`src/rtl/filter_ctrl_pkg.sv`:
```
// Shared types and constants for the IIR filter sequencer/config controller.
package filter_ctrl_pkg;

    localparam int unsigned CFG_ADDR_W = 2;

    typedef enum logic [1:0] {
        RUN    = 2'd0,
        DRAIN  = 2'd1,
        UPDATE = 2'd2
    } state_t;

    localparam logic [CFG_ADDR_W-1:0] ADDR_A1     = 2'd0;
    localparam logic [CFG_ADDR_W-1:0] ADDR_B1     = 2'd1;
    localparam logic [CFG_ADDR_W-1:0] ADDR_B0     = 2'd2;
    localparam logic [CFG_ADDR_W-1:0] ADDR_COMMIT = 2'd3;

endpackage

```
`src/rtl/filter_ctrl_if.sv`:
```
// Sample source, filter and config port signals of filter_ctrl.
// master = controller side, slave = surrounding environment.
interface filter_ctrl_if #(
    parameter int unsigned NB = 11
) ();
    import filter_ctrl_pkg::*;

    logic [NB-1:0]         S_DIN;
    logic                  S_VIN;
    logic                  S_RDY;
    logic [NB-1:0]         F_DIN;
    logic                  F_VIN;
    logic                  F_VOUT;
    logic                  F_RST_n;
    logic [NB-1:0]         A1;
    logic [NB-1:0]         B1;
    logic [NB-1:0]         B0;
    logic                  CFG_WE;
    logic [CFG_ADDR_W-1:0] CFG_ADDR;
    logic [NB-1:0]         CFG_WDATA;
    logic                  CFG_BUSY;
    logic                  ERR;

    modport master (
        input  S_DIN, S_VIN, F_VOUT, CFG_WE, CFG_ADDR, CFG_WDATA,
        output S_RDY, F_DIN, F_VIN, F_RST_n, A1, B1, B0, CFG_BUSY, ERR
    );

    modport slave (
        output S_DIN, S_VIN, F_VOUT, CFG_WE, CFG_ADDR, CFG_WDATA,
        input  S_RDY, F_DIN, F_VIN, F_RST_n, A1, B1, B0, CFG_BUSY, ERR
    );

endinterface

```
`src/rtl/inflight_cnt.sv`:
```
// Up/down counter of samples inside the filter, saturating at LAT+1,
// with a combinational flag for a decrement seen while already empty.
module inflight_cnt #(
    parameter  int unsigned LAT = 2,
    localparam int unsigned W   = $clog2(LAT + 2)
) (
    input  logic         clk,
    input  logic         rst,
    input  logic         clr,
    input  logic         inc,
    input  logic         dec,
    output logic [W-1:0] count,
    output logic         underflow_c
);

    localparam logic [W-1:0] MAXV = W'(LAT + 1);

    assign underflow_c = dec & ~inc & (count == '0);

    always_ff @(posedge clk) begin
        if (rst || clr) begin
            count <= '0;
        end else if (inc && !dec && (count != MAXV)) begin
            count <= count + W'(1);
        end else if (dec && !inc && (count != '0)) begin
            count <= count - W'(1);
        end
    end

endmodule

```
`src/rtl/filter_ctrl.sv`:
```
// Forwards samples to the IIR filter through one register stage and swaps
// shadow coefficients in atomically after stalling the source and draining.
module filter_ctrl #(
    parameter int unsigned NB         = 11,
    parameter int unsigned LAT        = 2,
    parameter int unsigned TMO        = 16,
    parameter bit          CLR_ON_UPD = 1'b1
) (
    input  logic           CLK,
    input  logic           RST,
    filter_ctrl_if.master  bus
);
    import filter_ctrl_pkg::*;

    localparam int unsigned CNT_W = $clog2(LAT + 2);
    localparam int unsigned DRN_W = (TMO > 1) ? $clog2(TMO) : 1;

    state_t            state;
    logic [NB-1:0]     sh_a1;
    logic [NB-1:0]     sh_b1;
    logic [NB-1:0]     sh_b0;
    logic [DRN_W-1:0]  drain_cnt;
    logic [CNT_W-1:0]  inflight;
    logic              underflow_c;
    logic              accept_c;
    logic              drained_c;
    logic              timeout_c;
    logic              cnt_clr_c;

    assign bus.S_RDY    = (state == RUN) & ~RST;
    assign bus.CFG_BUSY = (state != RUN);
    // Filter reset follows RST, plus a one-cycle clear pulse during UPDATE.
    assign bus.F_RST_n  = ~RST & ~((state == UPDATE) & CLR_ON_UPD);

    assign accept_c  = bus.S_VIN & bus.S_RDY;
    assign drained_c = ~bus.F_VIN & (inflight == '0);
    assign timeout_c = (drain_cnt == DRN_W'(TMO - 1));
    assign cnt_clr_c = (state == DRAIN) & timeout_c & ~drained_c;

    inflight_cnt #(
        .LAT (LAT)
    ) u_inflight (
        .clk         (CLK),
        .rst         (RST),
        .clr         (cnt_clr_c),
        .inc         (bus.F_VIN),
        .dec         (bus.F_VOUT),
        .count       (inflight),
        .underflow_c (underflow_c)
    );

    always_ff @(posedge CLK) begin
        if (RST) begin
            state     <= RUN;
            bus.F_VIN <= 1'b0;
            bus.F_DIN <= '0;
            bus.A1    <= '0;
            bus.B1    <= '0;
            bus.B0    <= '0;
            bus.ERR   <= 1'b0;
            sh_a1     <= '0;
            sh_b1     <= '0;
            sh_b0     <= '0;
            drain_cnt <= '0;
        end else begin
            bus.F_VIN <= accept_c;
            if (accept_c) begin
                bus.F_DIN <= bus.S_DIN;
            end
            if (underflow_c) begin
                bus.ERR <= 1'b1;
            end

            case (state)
                RUN: begin
                    if (bus.CFG_WE) begin
                        case (bus.CFG_ADDR)
                            ADDR_A1:     sh_a1 <= bus.CFG_WDATA;
                            ADDR_B1:     sh_b1 <= bus.CFG_WDATA;
                            ADDR_B0:     sh_b0 <= bus.CFG_WDATA;
                            ADDR_COMMIT: begin
                                state     <= DRAIN;
                                drain_cnt <= '0;
                            end
                        endcase
                    end
                end

                // Wait for the filter to empty; give up after TMO cycles.
                DRAIN: begin
                    if (bus.CFG_WE) begin
                        bus.ERR <= 1'b1;
                    end
                    drain_cnt <= drain_cnt + DRN_W'(1);
                    if (drained_c) begin
                        state <= UPDATE;
                    end else if (timeout_c) begin
                        state   <= UPDATE;
                        bus.ERR <= 1'b1;
                    end
                end

                UPDATE: begin
                    if (bus.CFG_WE) begin
                        bus.ERR <= 1'b1;
                    end
                    bus.A1 <= sh_a1;
                    bus.B1 <= sh_b1;
                    bus.B0 <= sh_b0;
                    state  <= RUN;
                end

                default: state <= RUN;
            endcase
        end
    end

endmodule

```
`src/flat_wrapper.sv`:
```
// flat-port wrapper written by rule: the top's interface ports become plain ports
module filter_ctrl_flat import filter_ctrl_pkg::*;
#(
    parameter int unsigned NB         = 11,
    parameter int unsigned LAT        = 2,
    parameter int unsigned TMO        = 16,
    parameter bit          CLR_ON_UPD = 1'b1
)
  (CLK, RST, bus_S_DIN, bus_S_VIN, bus_F_VOUT, bus_CFG_WE, bus_CFG_ADDR, bus_CFG_WDATA, bus_S_RDY, bus_F_DIN, bus_F_VIN, bus_F_RST_n, bus_A1, bus_B1, bus_B0, bus_CFG_BUSY, bus_ERR);
  filter_ctrl_if #(.NB(NB)) bus_i ();
  input  logic CLK;
  input  logic RST;
  input wire logic [$bits(bus_i.S_DIN)-1:0] bus_S_DIN;
  input wire logic [$bits(bus_i.S_VIN)-1:0] bus_S_VIN;
  input wire logic [$bits(bus_i.F_VOUT)-1:0] bus_F_VOUT;
  input wire logic [$bits(bus_i.CFG_WE)-1:0] bus_CFG_WE;
  input wire logic [$bits(bus_i.CFG_ADDR)-1:0] bus_CFG_ADDR;
  input wire logic [$bits(bus_i.CFG_WDATA)-1:0] bus_CFG_WDATA;
  output wire logic [$bits(bus_i.S_RDY)-1:0] bus_S_RDY;
  output wire logic [$bits(bus_i.F_DIN)-1:0] bus_F_DIN;
  output wire logic [$bits(bus_i.F_VIN)-1:0] bus_F_VIN;
  output wire logic [$bits(bus_i.F_RST_n)-1:0] bus_F_RST_n;
  output wire logic [$bits(bus_i.A1)-1:0] bus_A1;
  output wire logic [$bits(bus_i.B1)-1:0] bus_B1;
  output wire logic [$bits(bus_i.B0)-1:0] bus_B0;
  output wire logic [$bits(bus_i.CFG_BUSY)-1:0] bus_CFG_BUSY;
  output wire logic [$bits(bus_i.ERR)-1:0] bus_ERR;
  assign bus_i.S_DIN = bus_S_DIN;
  assign bus_i.S_VIN = bus_S_VIN;
  assign bus_i.F_VOUT = bus_F_VOUT;
  assign bus_i.CFG_WE = bus_CFG_WE;
  assign bus_i.CFG_ADDR = bus_CFG_ADDR;
  assign bus_i.CFG_WDATA = bus_CFG_WDATA;
  assign bus_S_RDY = bus_i.S_RDY;
  assign bus_F_DIN = bus_i.F_DIN;
  assign bus_F_VIN = bus_i.F_VIN;
  assign bus_F_RST_n = bus_i.F_RST_n;
  assign bus_A1 = bus_i.A1;
  assign bus_B1 = bus_i.B1;
  assign bus_B0 = bus_i.B0;
  assign bus_CFG_BUSY = bus_i.CFG_BUSY;
  assign bus_ERR = bus_i.ERR;
  filter_ctrl #(.NB(NB), .LAT(LAT), .TMO(TMO), .CLR_ON_UPD(CLR_ON_UPD)) u_core (.CLK(CLK), .RST(RST), .bus(bus_i));
endmodule
```
`config.mk`:
```
export PLATFORM = sky130hd
export DESIGN_NAME = filter_ctrl_flat
export DESIGN_NICKNAME = d
export VERILOG_FILES = /design/src/rtl/filter_ctrl_pkg.sv /design/src/rtl/filter_ctrl_if.sv /design/src/rtl/inflight_cnt.sv /design/src/rtl/filter_ctrl.sv /design/src/flat_wrapper.sv
export SDC_FILE = /design/constraint.sdc
export NUM_CORES = 1
export LEC_CHECK = 0
export CAP_MARGIN = 20
export CORE_MARGIN = 1
export CORE_UTILIZATION = 30
export CTS_BUF_LIST = sky130_fd_sc_hd__clkbuf_4 sky130_fd_sc_hd__clkbuf_8 sky130_fd_sc_hd__clkbuf_16
export DETAILED_ROUTE_END_ITERATION = 7
export DONT_BUFFER_PORTS = 1
export PLACE_DENSITY = 0.51
export SYNTH_ARGS = -nofsm -noshare
export SYNTH_HDL_FRONTEND = slang
export SYNTH_HIERARCHICAL = 1
export SYNTH_SLANG_ARGS = --single-unit
```
`constraint.sdc`:
```
create_clock -name CLK -period 2.3 [get_ports CLK]
set_clock_uncertainty 0.1 [all_clocks]
set_input_delay 0.46 -clock CLK [delete_from_list [all_inputs] [get_ports CLK]]
set_output_delay 0.46 -clock CLK [all_outputs]
set_load 0.01 [all_outputs]
```
## After elaboration in Yosys (flattened, before gate mapping)

Cells that the tools add are included.

| storage, ports and cells | value |
|---|---|
| output and inout port bits | 49 |
| register bits | 87 |
| logic and storage cells | 71 |
| bits of input ports | 29 |

| operators by class | value |
|---|---|
| eq/ne operators | 10 |
| reduce and logical (&&, ||, !) cells | 19 |
| multiplexer cells | 15 |
| bitwise gates (word level) | 12 |
| add/subtract/negate cells | 3 |

Operator list:

| kind | number |
|---|---|
| AND reduction 3 bit | 5 |
| two-way mux 2 bit | 6 |
| bitwise AND 1 bit | 8 |
| two-way mux 4 bit | 2 |
| case mux 4 bit (2 select lines) | 1 |
| nonzero test 2 bit | 4 |
| == test 2 bit (second input constant) | 3 |
| zero test 2 bit | 3 |
| != test 2 bit (second input constant) | 3 |
| adder 4 x 1 -> 4 bit (second input constant) | 1 |
| == test 2 x 1 -> 1 bit (second input constant) | 2 |
| == test 4 bit (second input constant) | 1 |
| logical AND 1 bit | 4 |
| two-way mux 1 bit | 4 |
| NOT 1 bit | 4 |
| case mux 2 bit (2 select lines) | 1 |
| != test 3 x 1 -> 1 bit (second input constant) | 1 |
| adder 2 x 1 -> 2 bit (second input constant) | 1 |
| zero test 1 bit | 2 |
| case mux 1 bit (2 select lines) | 1 |
| subtractor 2 x 1 -> 2 bit (second input constant) | 1 |
| logical OR 1 bit | 1 |

## Depth between registers and ports, before layout

Gate-level depths: netlist (run 1).

| depth | value |
|---|---|
| depth after elaboration | 8 |
| mapped depth | 8 |

## Hierarchy

The synthesis (run 1) kept the hierarchy.

By module, submodules not included:

| module | times used | seq. area each (um2) | cells an instance | area an instance (um2) |
|---|---|---|---|---|
| filter_ctrl | 1 | 1701.6 | 357 | 3221.8 |
| inflight_cnt | 1 | 40.0 | 14 | 126.4 |

## Worst setup path before layout (run 1)

No wires, ideal clock.

| path | value |
|---|---|
| kind | reg2out |
| start | reg u_core.state[0] |
| end | out bus_F_RST_n |
| data arrival time | 1.143 ns |
| stages on the path, launching flop included | 6 |
| path buffers | 2 |
| required time | 1.740 ns |
| setup slack | 0.597 ns |
| path through | dfxtp_1 inv_1 ha_1 buf_2 buf_2 nor2_1 |

| between the ends | value |
|---|---|
| longest elaborated chain between the ends | 3 |

RTL lines:

| element | RTL line | text |
|---|---|---|
| start, declared | filter_ctrl.sv:18 | `state_t state;` |
| start signal, assigned | filter_ctrl.sv:54 | `state <= RUN;` |
| start signal, assigned | filter_ctrl.sv:82 | `state <= DRAIN;` |
| start signal, assigned | filter_ctrl.sv:96 | `state <= UPDATE;` |
| == test 2 bit | filter_ctrl.sv:33 | `assign bus.F_RST_n = ~RST & ~((state == UPDATE) & CLR_ON_UPD);` |
| NOT 1 bit | filter_ctrl.sv:33 |  |
| bitwise AND 1 bit | filter_ctrl.sv:33 |  |
| end, declared | flat_wrapper.sv:22 | `output wire logic [$bits(bus_i.F_RST_n)-1:0] bus_F_RST_n;` |

No other way between the ends.

## Worst setup path after layout (run 1)

| path | value |
|---|---|
| start | reg u_core.state[0] |
| end | out bus_CFG_BUSY |

| between the ends | value |
|---|---|
| longest elaborated chain between the ends | 1 |

RTL lines:

| element | RTL line | text |
|---|---|---|
| nonzero test 2 bit | filter_ctrl.sv:31 | `assign bus.CFG_BUSY = (state != RUN);` |
| end, declared | flat_wrapper.sv:26 | `output wire logic [$bits(bus_i.CFG_BUSY)-1:0] bus_CFG_BUSY;` |

No other way between the ends.

==> run_results.csv, run 1 <==
group,metric,value,unit
status,outcome,"completed",
global_route,grt_pass1_wl,11560,µm
placement,routabilityCongestion,0.7228,
drt,wl_per_cell,14.38,µm
critical_path,criticalPathCategory,"register to output pin",
critical_path,cp.required,1.74,ns
yosys,synthArstFlopShare,0,
critical_path,setup.worst_path.start_class,"register",
sta,setup_viol,0,
critical_path,cp.arrival,1.31,ns
drt,detail_route.vias_per_cell,4.600,
global_route,grt_max_degree,90,
finish,nets,401,
critical_path,crit_family,"buffers and inverters",
clock_network,numCtsBuffers,9,
critical_path,reg2reg_to,"u_core/sh_b1[5]",
placement,io_buffers,0,
drt,wirelength,7364,µm
yosys,avgSynthCellArea,9.025,µm²
clock_network,cts_resized,0,
yosys,ys_top_cells_by_area,"dfxtp_1, mux2i_1, nand2_1",
yosys,synth_ff_type,"dfxtp_1",
placement,hpwlAfterDp,5023,µm
clock_network,cts_root_buffer,"clkbuf_8",
global_route,grt_pass1_vias,2134,
yosys,ys_seq_area_frac,0.5202,
yosys,syn_nets,405,
yosys,syn-cell-area,0.003348,mm²
floorplan,core_region_area,0.01084,mm²
critical_path,cp_slowest_stage_delay,0.37,ns
sta,slew_viol_final,0,
drt,vias,2355,
sta,slew_headroom,0.6114,
sta,finalSetupTns,0,ns
drt,drt_iter0_markers,186,
critical_path,r2r_slack,0.51,ns
finish,final_cell_mix,"dfxtp_1, nand2_1, nor2_1, a21oi_1, mux2i_1",
drt,firstDrtPassIters,6,
critical_path,cp_max_fo,10,
sta,timing.hold.ws,0.07379,ns
finish,diodes,0,
critical_path,critPathLaunch,"u_core/state[0]",
yosys,yosysWarningCount,6,
critical_path,cpMaxStageDelayCell,"dfxtp_1",
finish,multi_input_area,0.001485,mm²
finish,layout_commonest_cell,"dfxtp_1",
global_route,grt.total_usage,0.1314,
finish,fillers,1117,
critical_path,r2r_cells,6,
power_and_ir_drop,power_leakage,1.302,nW
finish,drive_gt1_frac,0.08871,
floorplan,die-area,0.01159,mm²
yosys,yosysTopAreaCell,"dfxtp_1",
sta,hold_viol_final,0,
power_and_ir_drop,p_total,4.008,mW
sta,period_share,0.8127,
clock_network,cts_buffer_depth,2,
critical_path,crit_buf_inv,3,
global_route,grt_overflow,0,
drt,drc,0,
sta,finalCriticalPeriod,1.869,ns
sta,tightest_slew,0.5798,ns
clock_network,htreeDepth,3,
floorplan,ioPinCount,78,
yosys,synth_cells,371,
floorplan,die_h,107.6,µm
clock_network,clock_sinks,87,
yosys,ys_types,37,
clock_network,clk_transition_reported_paths,0.09,ns
yosys,synth_top_area_frac,0.5202,
power_and_ir_drop,peakVddDrop,0.0004043,V
clock_network,clock_latency,0.35,ns
floorplan,num_rows,38,
clock_network,ctsHoldBuffers,0,
min_path,holdPathEnd,"u_core/u_inflight/count[0]",
yosys,ys_ff_latch,87,
critical_path,r2r-start,"u_core/state[0]",
power_and_ir_drop,powerDensity,1075,mW/mm²
min_path,hold_path_class,"primary input to register",
drt,antenna_left,0,
yosys,synth_edf_count,0,
floorplan,start_util,0.3089,
sta,rsz0062_at_grt,"no",
critical_path,cp_common_cell,"inv_1",
clock_network,post-cts-setup-buffers,0,
critical_path,cp_cell_sequence,"inv_1 > ha_1 > buf_4 > inv_1",
finish,syn_to_final_growth,11.32,%
min_path,whs_path_depth,1,
global_route,antenna_found_initial,0,
run,maxCapViolCount,0,
finish,regArea,0.001742,mm²
sta,fmax,535.0,MHz
floorplan,die_w,107.6,µm
min_path,worstHoldStart,"RST",
critical_path,endpoint_kind,"output pin",
clock_network,cts_tree,"yes",
[where the power goes]
group | total (mW) | leakage [nW] | internal, mW | switching (mW)
logic | 0.878 | 0.465 | 0.364 | 0.514
registers | 1.77 | 0.705 | 1.64 | 0.127
clock network | 1.36 | 0.132 | 0.793 | 0.571
[sequential cells by signal, indices dropped and copies added, names as in the netlist]
name / cells
u_core/bus.B1: 11
u_core/sh_a1: 11
u_core/bus.F_DIN: 11
u_core/bus.ERR: 1
u_core/bus.B0: 11
u_core/sh_b0: 11
u_core/drain_cnt: 4
u_core/state: 2
u_core/sh_b1: 11
u_core/bus.F_VIN: 1
u_core/bus.A1: 11
u_core/u_inflight/count: 2
[logic make-up (layout without fill, tap and decap cells)]
family          Yosys count  after routing  share of synthesized area
compound gates           61             61                     0.1028
fa+ha+maj                 5              5                    0.01868
xor+xnor                  1              1                   0.002616
mux                      35             35                     0.1046
flops                    87             87                     0.5202
buf+inv                  25             26                    0.03699
simple gates            157            157                     0.2141
[cells in the mapped netlist, types with 2 or more instances]
master	number
a211oi_1	2
a21oi_1	37
buf_2	9
buf_4	3
clkbuf_1	8
dfxtp_1	87
ha_1	5
inv_1	3
mux2i_1	35
nand2_1	81
nand2b_1	13
nand3_1	2
nand3b_1	3
nand4b_1	2
nor2_1	40
nor2b_1	3
nor3_1	2
nor3b_2	2
o21ai_1	15
o32ai_1	2
[worst max path at each step]
stage,endpoint,cells past startpoint
floorplan,bus_F_RST_n,5
global placement,u_core/sh_b1[8],6
detailed placement,u_core/sh_b1[1],6
CTS,bus_CFG_BUSY,4
global route,bus_CFG_BUSY,4
finish,bus_CFG_BUSY,4
[metrics by stage]
stage / setup slack [ns] / instance area, µm² / util / cells
floorplan: 0.5968 / 3348 / - / 371
global placement: 0.5481 / 3466 / 0.3197 / 496
detailed placement: 0.5214 / 3466 / 0.3197 / 496
CTS: 0.4044 / 3727 / 0.3438 / 512
global route: 0.3355 / 3727 / 0.3438 / 512
finish: 0.4309 / 3727 / 0.3438 / 512
[final cells by class]
| type | instances | area share |
|---|---|---|
| sequential | 87 | 0.4673 |
| multi-input combinational | 259 | 0.3985 |
| tap | 140 | 0.04700 |
| clock buffer | 11 | 0.04062 |
| clock inverter | 5 | 0.02954 |
| timing repair buffer | 7 | 0.01410 |
| inverter | 3 | 0.003021 |
[layer usage]
layer | GRT usage | part of all wire | up-vias
met3 | 0.05024 | 0.064 | 3
met5 | 0 | 0 | -
met2 | 0.1932 | 0.45 | 53
li1 | - | - | 1224
met1 | 0.1736 | 0.48 | 1075
met4 | 0.04697 | 0.0064 | 0
Power figures use the tool's default switching activity.
==> run 2: changes to the inputs <==
- clock period: 2.3 -> 1.9 ns (I/O delays scaled with it)
==> run_results.csv, run 2 (same netlist as run 1, synthesis figures left out) <==
group,metric,value,unit
status,outcome,"completed",
finish,fin_cells,520,
finish,syn_to_final_growth,13.23,%
drt,detail_route.vias_per_cell,4.671,
finish,diodes,0,
drt,antenna_left,0,
power_and_ir_drop,peakVddDrop,0.0004114,V
sta,finalCriticalPeriod,1.795,ns
critical_path,reg2reg_to,"u_core/bus.A1[4]",
sta,setup_viol,0,
critical_path,cp_max_fo,5,
finish,drive_gt1_frac,0.1000,
floorplan,die_h,107.6,µm
clock_network,cts_root_buffer,"clkbuf_8",
drt,vias,2429,
sta,slew_viol_final,0,
finish,final_cell_mix,"dfxtp_1, nand2_1, nor2_1, a21oi_1, mux2i_1",
power_and_ir_drop,intPower,3.200,mW
finish,layout_commonest_cell,"dfxtp_1",
finish,final_area,0.003791,mm²
power_and_ir_drop,pwr-share-comb,0.255,
floorplan,die-area,0.01159,mm²
placement,io_buffers,0,
clock_network,post-cts-setup-buffers,0,
run,maxCapViolCount,0,
placement,placed_cells,498,
critical_path,endpoint,"bus_S_RDY",
sta,hold_viol_final,0,
global_route,grt.total_usage,0.1322,
power_and_ir_drop,p_seq_frac,0.455,
power_and_ir_drop,p_sw,1.499,mW
placement,routabilityCongestion,0.7046,
sta,tightest_slew,0.7999,ns
finish,nets,409,
power_and_ir_drop,clkPwrFrac,0.290,
global_route,use_met2,0.2070,
clock_network,htreeDepth,3,
power_and_ir_drop,switching_share,0.3190,
clock_network,clock_latency,0.35,ns
clock_network,cts_tree,"yes",
floorplan,core_region_area,0.01084,mm²
floorplan,num_rows,38,
global_route,grt_busiest_layer,"met2",
sta,finalSetupTns,0,ns
power_and_ir_drop,powerDensity,1239,mW/mm²
sta,slew_headroom,0.4650,
global_route,antenna_found_initial,0,
global_route,met3_usage,0.04298,
critical_path,r2r_cells,5,
global_route,grt_overflow,0,
clock_network,cts_buffer_depth,2,
floorplan,start_util,0.3089,
drt,drt_iter0_markers,139,
drt,firstDrtPassIters,4,
global_route,grt_pass1_vias,2244,
drt,wl_per_cell,15.38,µm
power_and_ir_drop,power_leakage,1.325,nW
critical_path,endpoint_kind,"output pin",
global_route,use_met1,0.1669,
global_route,grt_max_degree,90,
clock_network,clock_sinks,87,
critical_path,r2r_slack,0.12,ns
critical_path,r2r-start,"u_core/state[0]",
drt,wirelength,7999,µm
sta,rsz0062_at_grt,"no",
critical_path,cp.required,1.42,ns
floorplan,ioPinCount,78,
clock_network,clk_transition_reported_paths,0.09,ns
clock_network,numCtsBuffers,9,
sta,period_share,0.9449,
sta,fmax,557.0,MHz
placement,placed_area,0.003493,mm²
min_path,hold_path_class,"primary input to register",
critical_path,criticalPathCategory,"register to output pin",
floorplan,die_w,107.6,µm
placement,hpwlAfterDp,5175,µm
critical_path,critPathLaunch,"u_core/state[1]",
global_route,grt_pass1_wl,11760,µm
critical_path,cp.arrival,1.32,ns
drt,drc,0,
critical_path,setup.worst_path.start_class,"register",
-- run 2: cell types whose count changed in the layout (fill, tap and decap cells not counted), sizes merged --
cell,previous run,this run
buf,7,10
bufinv,3,1
clkinv,0,2
clkinvlp,0,1
dlygate4sd3,0,5
inv,5,4
-- run 2: metrics by stage --
step | power, mW | setup slack, ns | hold slack (ns) | util
4_1_cts | 4.683 | 0.01357 | -0.02755 | 0.3442
2_1_floorplan | 3.055 | 0.2768 | 0.3360 | -
3_3_place_gp | 3.275 | 0.3135 | 0.3422 | 0.3223
5_1_grt | 4.963 | 0.004990 | 0.02749 | 0.3497
6_report | 4.698 | 0.1046 | 0.04164 | 0.3497
3_5_place_dp | 3.304 | 0.2634 | 0.3443 | 0.3223
-- run 2: layout make-up --
| type | count | area, µm² |
|---|---|---|
| fill | 1135 | 7049 |
| sequential | 87 | 1742 |
| multi-input combinational | 259 | 1498 |
| tap | 140 | 175.2 |
| clock buffer | 11 | 151.4 |
| timing repair buffer | 15 | 150.1 |
| clock inverter | 5 | 63.81 |
| inverter | 3 | 11.26 |
-- run 2: routing by layer --
metal | vias up | routed length (µm)
li1 | 1243 | -
met1 | 1117 | 3657
met2 | 56 | 3707
met3 | 13 | 450
met4 | 0 | 183
met5 | - | 0
-- run 2: timing repair --
| item | CTS | global route |
|---|---|---|
| hold buffers | 2 | 4 |
| gates cloned | 0 | 0 |
| gates resized for setup | 1 | 2 |
| endpoints found under the hold margin | 72 | 33 |
| pin swaps | 0 | 0 |
| setup endpoints to repair | 1 | 1 |
-- run 2: worst max-delay path, cell delays in order (launching register included) --
cell and delay (ns):
dfxtp_1 0.34, inv_1 0.13, ha_4 0.19, nor2b_1 0.17
buf_4 0.15
-- run 2: worst min-delay path by stage --
stage	start	endpoint	slack, ns	cells after the start
6_report	bus_S_DIN[3]	u_core/bus.F_DIN[3]	0.04	2
5_1_grt	bus_CFG_WDATA[0]	u_core/sh_a1[0]	0.03	2
4_1_cts	RST	u_core/u_inflight/count[0]	-0.03	1
3_5_place_dp	u_core/sh_b0[3]	u_core/sh_b0[3]	0.34	2
3_3_place_gp	u_core/sh_b1[3]	u_core/sh_b1[3]	0.34	2
2_1_floorplan	u_core/sh_a1[0]	u_core/sh_a1[0]	0.34	2
-- run 2: power by group through the flow --
stage,clock [mW],combinational (mW),sequential [mW]
final,1.36,1.20,2.14
after global routing,1.49,1.32,2.16
after CTS,1.41,1.14,2.14
after detailed placement,0,1.12,2.18
after global placement,0,1.10,2.18
after floorplan,0,0.911,2.14
